==> src/rtl/m_round_timer_ctrl.sv <==
// Game-round countdown timer: divides clk into a one-second enable and counts a
// BCD M:SS register down to 0:00, with load/start/pause/clear and expiry flags.
module m_round_timer_ctrl #(
  parameter int TICK_DIV     = 50000000,
  parameter int DEF_MIN      = 1,
  parameter int DEF_SEC_HIGH = 0,
  parameter int DEF_SEC_LOW  = 0
) (
  input  logic       clk,
  input  logic       rst_n,
  input  logic       start,
  input  logic       pause,
  input  logic       clear,
  input  logic       load,
  input  logic [3:0] ld_min,
  input  logic [3:0] ld_sec_high,
  input  logic [3:0] ld_sec_low,
  output logic [3:0] min,
  output logic [3:0] sec_high,
  output logic [3:0] sec_low,
  output logic       running,
  output logic       paused,
  output logic       tick,
  output logic       time_up,
  output logic       expired,
  output logic       load_err
);

  typedef enum logic [1:0] {IDLE, RUN, PAUSE, DONE} state_t;

  localparam int PW = (TICK_DIV > 2) ? $clog2(TICK_DIV) : 1;
  localparam logic [PW-1:0] PS_MAX = PW'(TICK_DIV - 1);
  localparam logic [3:0] D_MIN = 4'(DEF_MIN);
  localparam logic [3:0] D_SH  = 4'(DEF_SEC_HIGH);
  localparam logic [3:0] D_SL  = 4'(DEF_SEC_LOW);

  state_t        state, state_d;
  logic [PW-1:0] prescaler, prescaler_d;
  logic [3:0]    min_d, sec_high_d, sec_low_d;
  logic [3:0]    dec_min, dec_sec_high, dec_sec_low;
  logic          tick_d, time_up_d, load_err_d;
  logic          ld_valid, at_zero, dec_zero, load_ok_state;

  assign ld_valid      = (ld_min <= 4'd9) && (ld_sec_high <= 4'd5) && (ld_sec_low <= 4'd9);
  assign at_zero       = ({min, sec_high, sec_low} == 12'h000);
  assign dec_zero      = ({dec_min, dec_sec_high, dec_sec_low} == 12'h000);
  assign load_ok_state = (state == IDLE) || (state == DONE);

  // BCD borrow chain; RUN is never entered at 0:00 so min never underflows
  always_comb begin
    dec_min      = min;
    dec_sec_high = sec_high;
    dec_sec_low  = sec_low;
    if (sec_low != 4'd0) begin
      dec_sec_low = sec_low - 4'd1;
    end else begin
      dec_sec_low = 4'd9;
      if (sec_high != 4'd0) begin
        dec_sec_high = sec_high - 4'd1;
      end else begin
        dec_sec_high = 4'd5;
        dec_min      = min - 4'd1;
      end
    end
  end

  // Commands resolve clear > load > pause > start; a load only claims the cycle
  // in states where it can be accepted
  always_comb begin
    state_d     = state;
    prescaler_d = prescaler;
    min_d       = min;
    sec_high_d  = sec_high;
    sec_low_d   = sec_low;
    tick_d      = 1'b0;
    time_up_d   = 1'b0;
    load_err_d  = 1'b0;
    if (clear) begin
      state_d     = IDLE;
      prescaler_d = '0;
      min_d       = D_MIN;
      sec_high_d  = D_SH;
      sec_low_d   = D_SL;
    end else if (load && load_ok_state) begin
      if (ld_valid) begin
        state_d     = IDLE;
        prescaler_d = '0;
        min_d       = ld_min;
        sec_high_d  = ld_sec_high;
        sec_low_d   = ld_sec_low;
      end else begin
        load_err_d = 1'b1;
      end
    end else if (pause && (state == RUN)) begin
      state_d = PAUSE;
    end else if (start && (state == IDLE) && !at_zero) begin
      state_d = RUN;
    end else if (start && (state == PAUSE)) begin
      state_d = RUN;
    end else if (state == RUN) begin
      if (prescaler == PS_MAX) begin
        prescaler_d = '0;
        min_d       = dec_min;
        sec_high_d  = dec_sec_high;
        sec_low_d   = dec_sec_low;
        tick_d      = 1'b1;
        if (dec_zero) begin
          state_d   = DONE;
          time_up_d = 1'b1;
        end
      end else begin
        prescaler_d = prescaler + PW'(1);
      end
    end
  end

  always_ff @(posedge clk) begin
    if (!rst_n) begin
      state     <= IDLE;
      prescaler <= '0;
      min       <= D_MIN;
      sec_high  <= D_SH;
      sec_low   <= D_SL;
      tick      <= 1'b0;
      time_up   <= 1'b0;
      load_err  <= 1'b0;
    end else begin
      state     <= state_d;
      prescaler <= prescaler_d;
      min       <= min_d;
      sec_high  <= sec_high_d;
      sec_low   <= sec_low_d;
      tick      <= tick_d;
      time_up   <= time_up_d;
      load_err  <= load_err_d;
    end
  end

  assign running = (state == RUN);
  assign paused  = (state == PAUSE);
  assign expired = (state == DONE);

endmodule
==> config.mk <==
export PLATFORM = sky130hd
export DESIGN_NAME = m_round_timer_ctrl
export DESIGN_NICKNAME = d
export VERILOG_FILES = /design/src/rtl/m_round_timer_ctrl.sv
export SDC_FILE = /design/constraint.sdc
export NUM_CORES = 1
export LEC_CHECK = 0
export BUFFER_PORTS_ARGS = -buffer_cell sky130_fd_sc_hd__buf_2
export CAP_MARGIN = 20
export CORE_MARGIN = 2
export CORE_UTILIZATION = 40
export CTS_CLUSTER_DIAMETER = 60
export CTS_CLUSTER_SIZE = 10
export DETAILED_ROUTE_END_ITERATION = 6
export GPL_TIMING_DRIVEN = 0
export PLACE_DENSITY = 0.63
export SYNTH_ARGS = -nofsm -noshare
export SYNTH_HDL_FRONTEND = slang
export SYNTH_SLANG_ARGS = --single-unit
==> constraint.sdc <==
create_clock -name clk -period 2.2 [get_ports clk]
set_input_delay 0.22 -clock clk [delete_from_list [all_inputs] [get_ports clk]]
set_output_delay 0.22 -clock clk [all_outputs]
set_load 0.02 [all_outputs]
==> reports/results.txt <==
Final Max Slew Viols: 0
Sink Count: 43
met1 GRT Util: 30.5%
syn nets: 346
mux share of post-synthesis cell area: 1.96%
Yosys warning total: 0
worst min path class: input pin to flip-flop
total CTS buffers: 5
final setup fails: 0
period utilization: 96.9%
number of synthesized register bits: 43
Fmax: 0.469 GHz
CTS max path bufs: 2
n_diodes: 0
CTS root buf: clkbuf_8
die area: 7190 um2
Synth Area in Simple Gates: 33.8%
Initial Util: 41.4%
critical path class: flip-flop to flip-flop
status: finished, final reports clean
layout cells sized above 1: 30.0%
Peak supply drop: 372 uV
worst reg2reg startpoint: sec_low[1]
depth of the CTS H-tree: 2
Max-cap violations: 0
crit-path most repeated cell: nor4_4
# IOs: 36
Routed WL: 7380 um
Cells after Synth: 321
post-cts hold buffer count: 0
synthesized area: 2610 um2
PortBufs: 35
CP startpoint: sec_low[1]
first-pass GRT wire length: 12000 um
Remaining Overflow, GRT: 0
Data required, critical path: 2.36 ns
Cell Chain, Critical Path: nor4_4 -> a31oi_4 -> nor4_4 -> buf_6 -> buf_8 -> nand2_1 -> a211oi_2 -> a211oi_1
HP Start: ld_min[0]
post-synthesis compound-gate area fraction: 18.6%
setup TNS: 0 ns
vias post-DR: 2695
Clk pin slew, worst setup/hold paths: 0.09 ns
worst stage delay on the critical path: 0.39 ns
crit-path max FO: 7
Final Skew: 0.00936 ns
Seq/Total Area, Yosys: 33.0%
per-cell routed wire length: 16.1 um
vias in the first global route: 2421
pin count of the biggest net entering global routing: 14
Final ANT Viol Nets: 0
Avg Inst Size Synth: 8.13 um2
Post-synth ARST share: 0%
gr busiest metal: met2
Final HPWL DP: 5040 um
clk_lat worst skew: 0.30 ns
initial DRC count: 211
final hold vios: 0
largest family of logic cells by synthesized area: simple AND/OR/NAND/NOR gates
met3 Track Usage GR: 3.05%
RePlAce Congestion: 0.891
Global Route met2 Usage: 30.7%
crit path DAT: 2.30 ns
slew margin rel.: 62.3%
Worst setup SP type: flip-flop
Pleak: 1.21 nW
power density cells: 514 nW/um2
Layout area overhead: 26.1%
Hold WS: 0.159 ns
vias per inst: 5.90
Final nets: 404
fill cell count: 626
count of different cell masters after synthesis: 53
CTS tree: built
Crit. End Element: flip-flop
initial antenna violation count: 0
Critical-path top delay cell: nor4_4
Die H: 84.8 um
Min Clock Period, post-route: 2.13 ns
RSZ-0062 raised after global routing: true
post-synthesis xor/xnor area fraction: 5.70%
worst slew pin tran: 0.565 ns
Core Area: 6310 um2
Std-Cell Rows: 29
All-Layer GR Usage: 20.5%
DIE WIDTH: 84.8 um
Post-synth EDFFs: 0
DR pass1 iterations: 4
# DRC: 0
Most used DFF post-synth: dfxtp_1
area share of fa/ha/maj cells after synthesis: 3.35%
==> cell usage in the layout (no fill, tap or decap), types with 3 or more instances in the layout <==
cell | Yosys | routed
a21oi_1 | 20 | 19
o211ai_1 | 3 | 3
buf_2 | 4 | 35
nand2_1 | 28 | 25
a211oi_1 | 8 | 6
and4_1 | 5 | 5
nor2b_1 | 5 | 4
nand4_1 | 12 | 12
or4_1 | 4 | 4
buf_4 | 0 | 15
nand2_2 | 0 | 3
nor3_2 | 1 | 3
a211oi_2 | 1 | 3
buf_6 | 1 | 4
nor4_4 | 3 | 3
ha_1 | 7 | 6
dfxtp_1 | 43 | 35
xor2_1 | 15 | 15
o21ai_0 | 18 | 18
dfxtp_2 | 0 | 5
nand3_2 | 1 | 3
nand3_1 | 22 | 21
clkbuf_4 | 0 | 4
mux2i_1 | 4 | 4
o31ai_1 | 4 | 4
dfxtp_4 | 0 | 3
nand2b_1 | 4 | 3
clkbuf_8 | 0 | 5
clkbuf_1 | 11 | 3
a22oi_1 | 4 | 3
nor2_1 | 31 | 30
nor3_1 | 9 | 6
inv_1 | 6 | 4
clkbuf_2 | 0 | 4
and3_1 | 9 | 9
or3_1 | 8 | 8
==> cell usage after synthesis, drive strengths merged, types with 5 or more instances <==
cell type | instances | area, um2
dfxtp | 43 | 861
nor2 | 31 | 116
nand2 | 28 | 105
nand3 | 24 | 138
a21oi | 20 | 100
o21ai | 20 | 115
xor2 | 15 | 131
nand4 | 12 | 75.1
clkbuf | 11 | 41.3
nor3 | 10 | 55.1
a211oi | 9 | 72.6
and3 | 9 | 56.3
or3 | 8 | 50.1
ha | 7 | 87.6
inv | 6 | 22.5
and4 | 5 | 43.8
buf | 5 | 31.3
nor2b | 5 | 31.3
==> repair_timing <==
| item | 4_1_cts | 5_1_grt |
|---|---|---|
| buffers inserted | 7 | 10 |
| gates cloned | 0 | 2 |
| endpoints found under the hold margin | 0 | 0 |
| resized for setup | 14 | 46 |
| pin swaps | 5 | 10 |
| endpoints found under the setup margin | 41 | 40 |
==> cells by family after synthesis <==
| group | after synthesis |
|---|---|
| and+or+nand+nor | 154 |
| AOI/OAI and AO/OA | 73 |
| DFF | 43 |
| buffers and inverters | 22 |
| xor gates and xnor gates | 17 |
| adders and majority gates | 7 |
| muxes | 5 |
==> flip-flops by register name (all words and copies together), names as in the netlist <==
name / cells
load_err: 1
min: 4
prescaler: 26
sec_high: 4
sec_low: 4
state: 2
tick: 1
time_up: 1
==> critical path: cells and delay by family, from the launching register on <==
kind	cells	cell delay [ns]
and+or+nand+nor	3	0.82
buffers and inverters	2	0.31
DFF	1	0.38
AOI/OAI and AO/OA	3	0.49
==> final cells by class <==
type	instances	area, um2	share of cell area, %
Buffer	13	95.1	2.89
Clock buffer	6	72.6	2.20
Clock inverter	2	12.5	0.380
Inverter	6	22.5	0.684
Multi-Input combinational cell	257	1780	54.0
Sequential cell	43	878	26.7
Tap cell	77	96.3	2.93
Timing Repair Buffer	53	335	10.2
==> path summary, 6_finish.rpt <==
kind,to,slack [ns],depth (start not counted)
worst min register to register,prescaler[1],0.48,2
worst max-delay path,sec_low[2],0.07,8
worst min-delay path,min[0],0.16,3
worst max register to register,sec_low[2],0.07,8
==> power breakdown <==
group,switching (mW),leakage (nW),total [mW],internal (mW)
logic,0.226,0.821,0.371,0.145
clock network,0.292,0.0412,0.515,0.223
registers,0.0178,0.351,0.806,0.788
total,0.536,1.21,1.69,1.16
==> metal layers <==
metal	wire length (um)	share of wire (%)
met5	0	0
met4	84	1.1
met3	424	5.7
met2	3300	45
met1	3570	48
==> metrics by stage <==
| step | utilization [%] | power, mW | cell area [um2] | worst slack, ns | cells |
|---|---|---|---|---|---|
| floorplan | - | 1.03 | 2620 | 0.0467 | 321 |
| global placement | 45.7 | 1.12 | 2890 | -0.559 | 433 |
| detailed placement | 45.7 | 1.12 | 2890 | -0.594 | 433 |
| CTS | 48.4 | 1.65 | 3060 | 0.00107 | 446 |
| global route | 52.1 | 1.76 | 3290 | -0.0461 | 457 |
| finish | 52.1 | 1.69 | 3290 | 0.0674 | 457 |
Power figures use the tool's default switching activity.
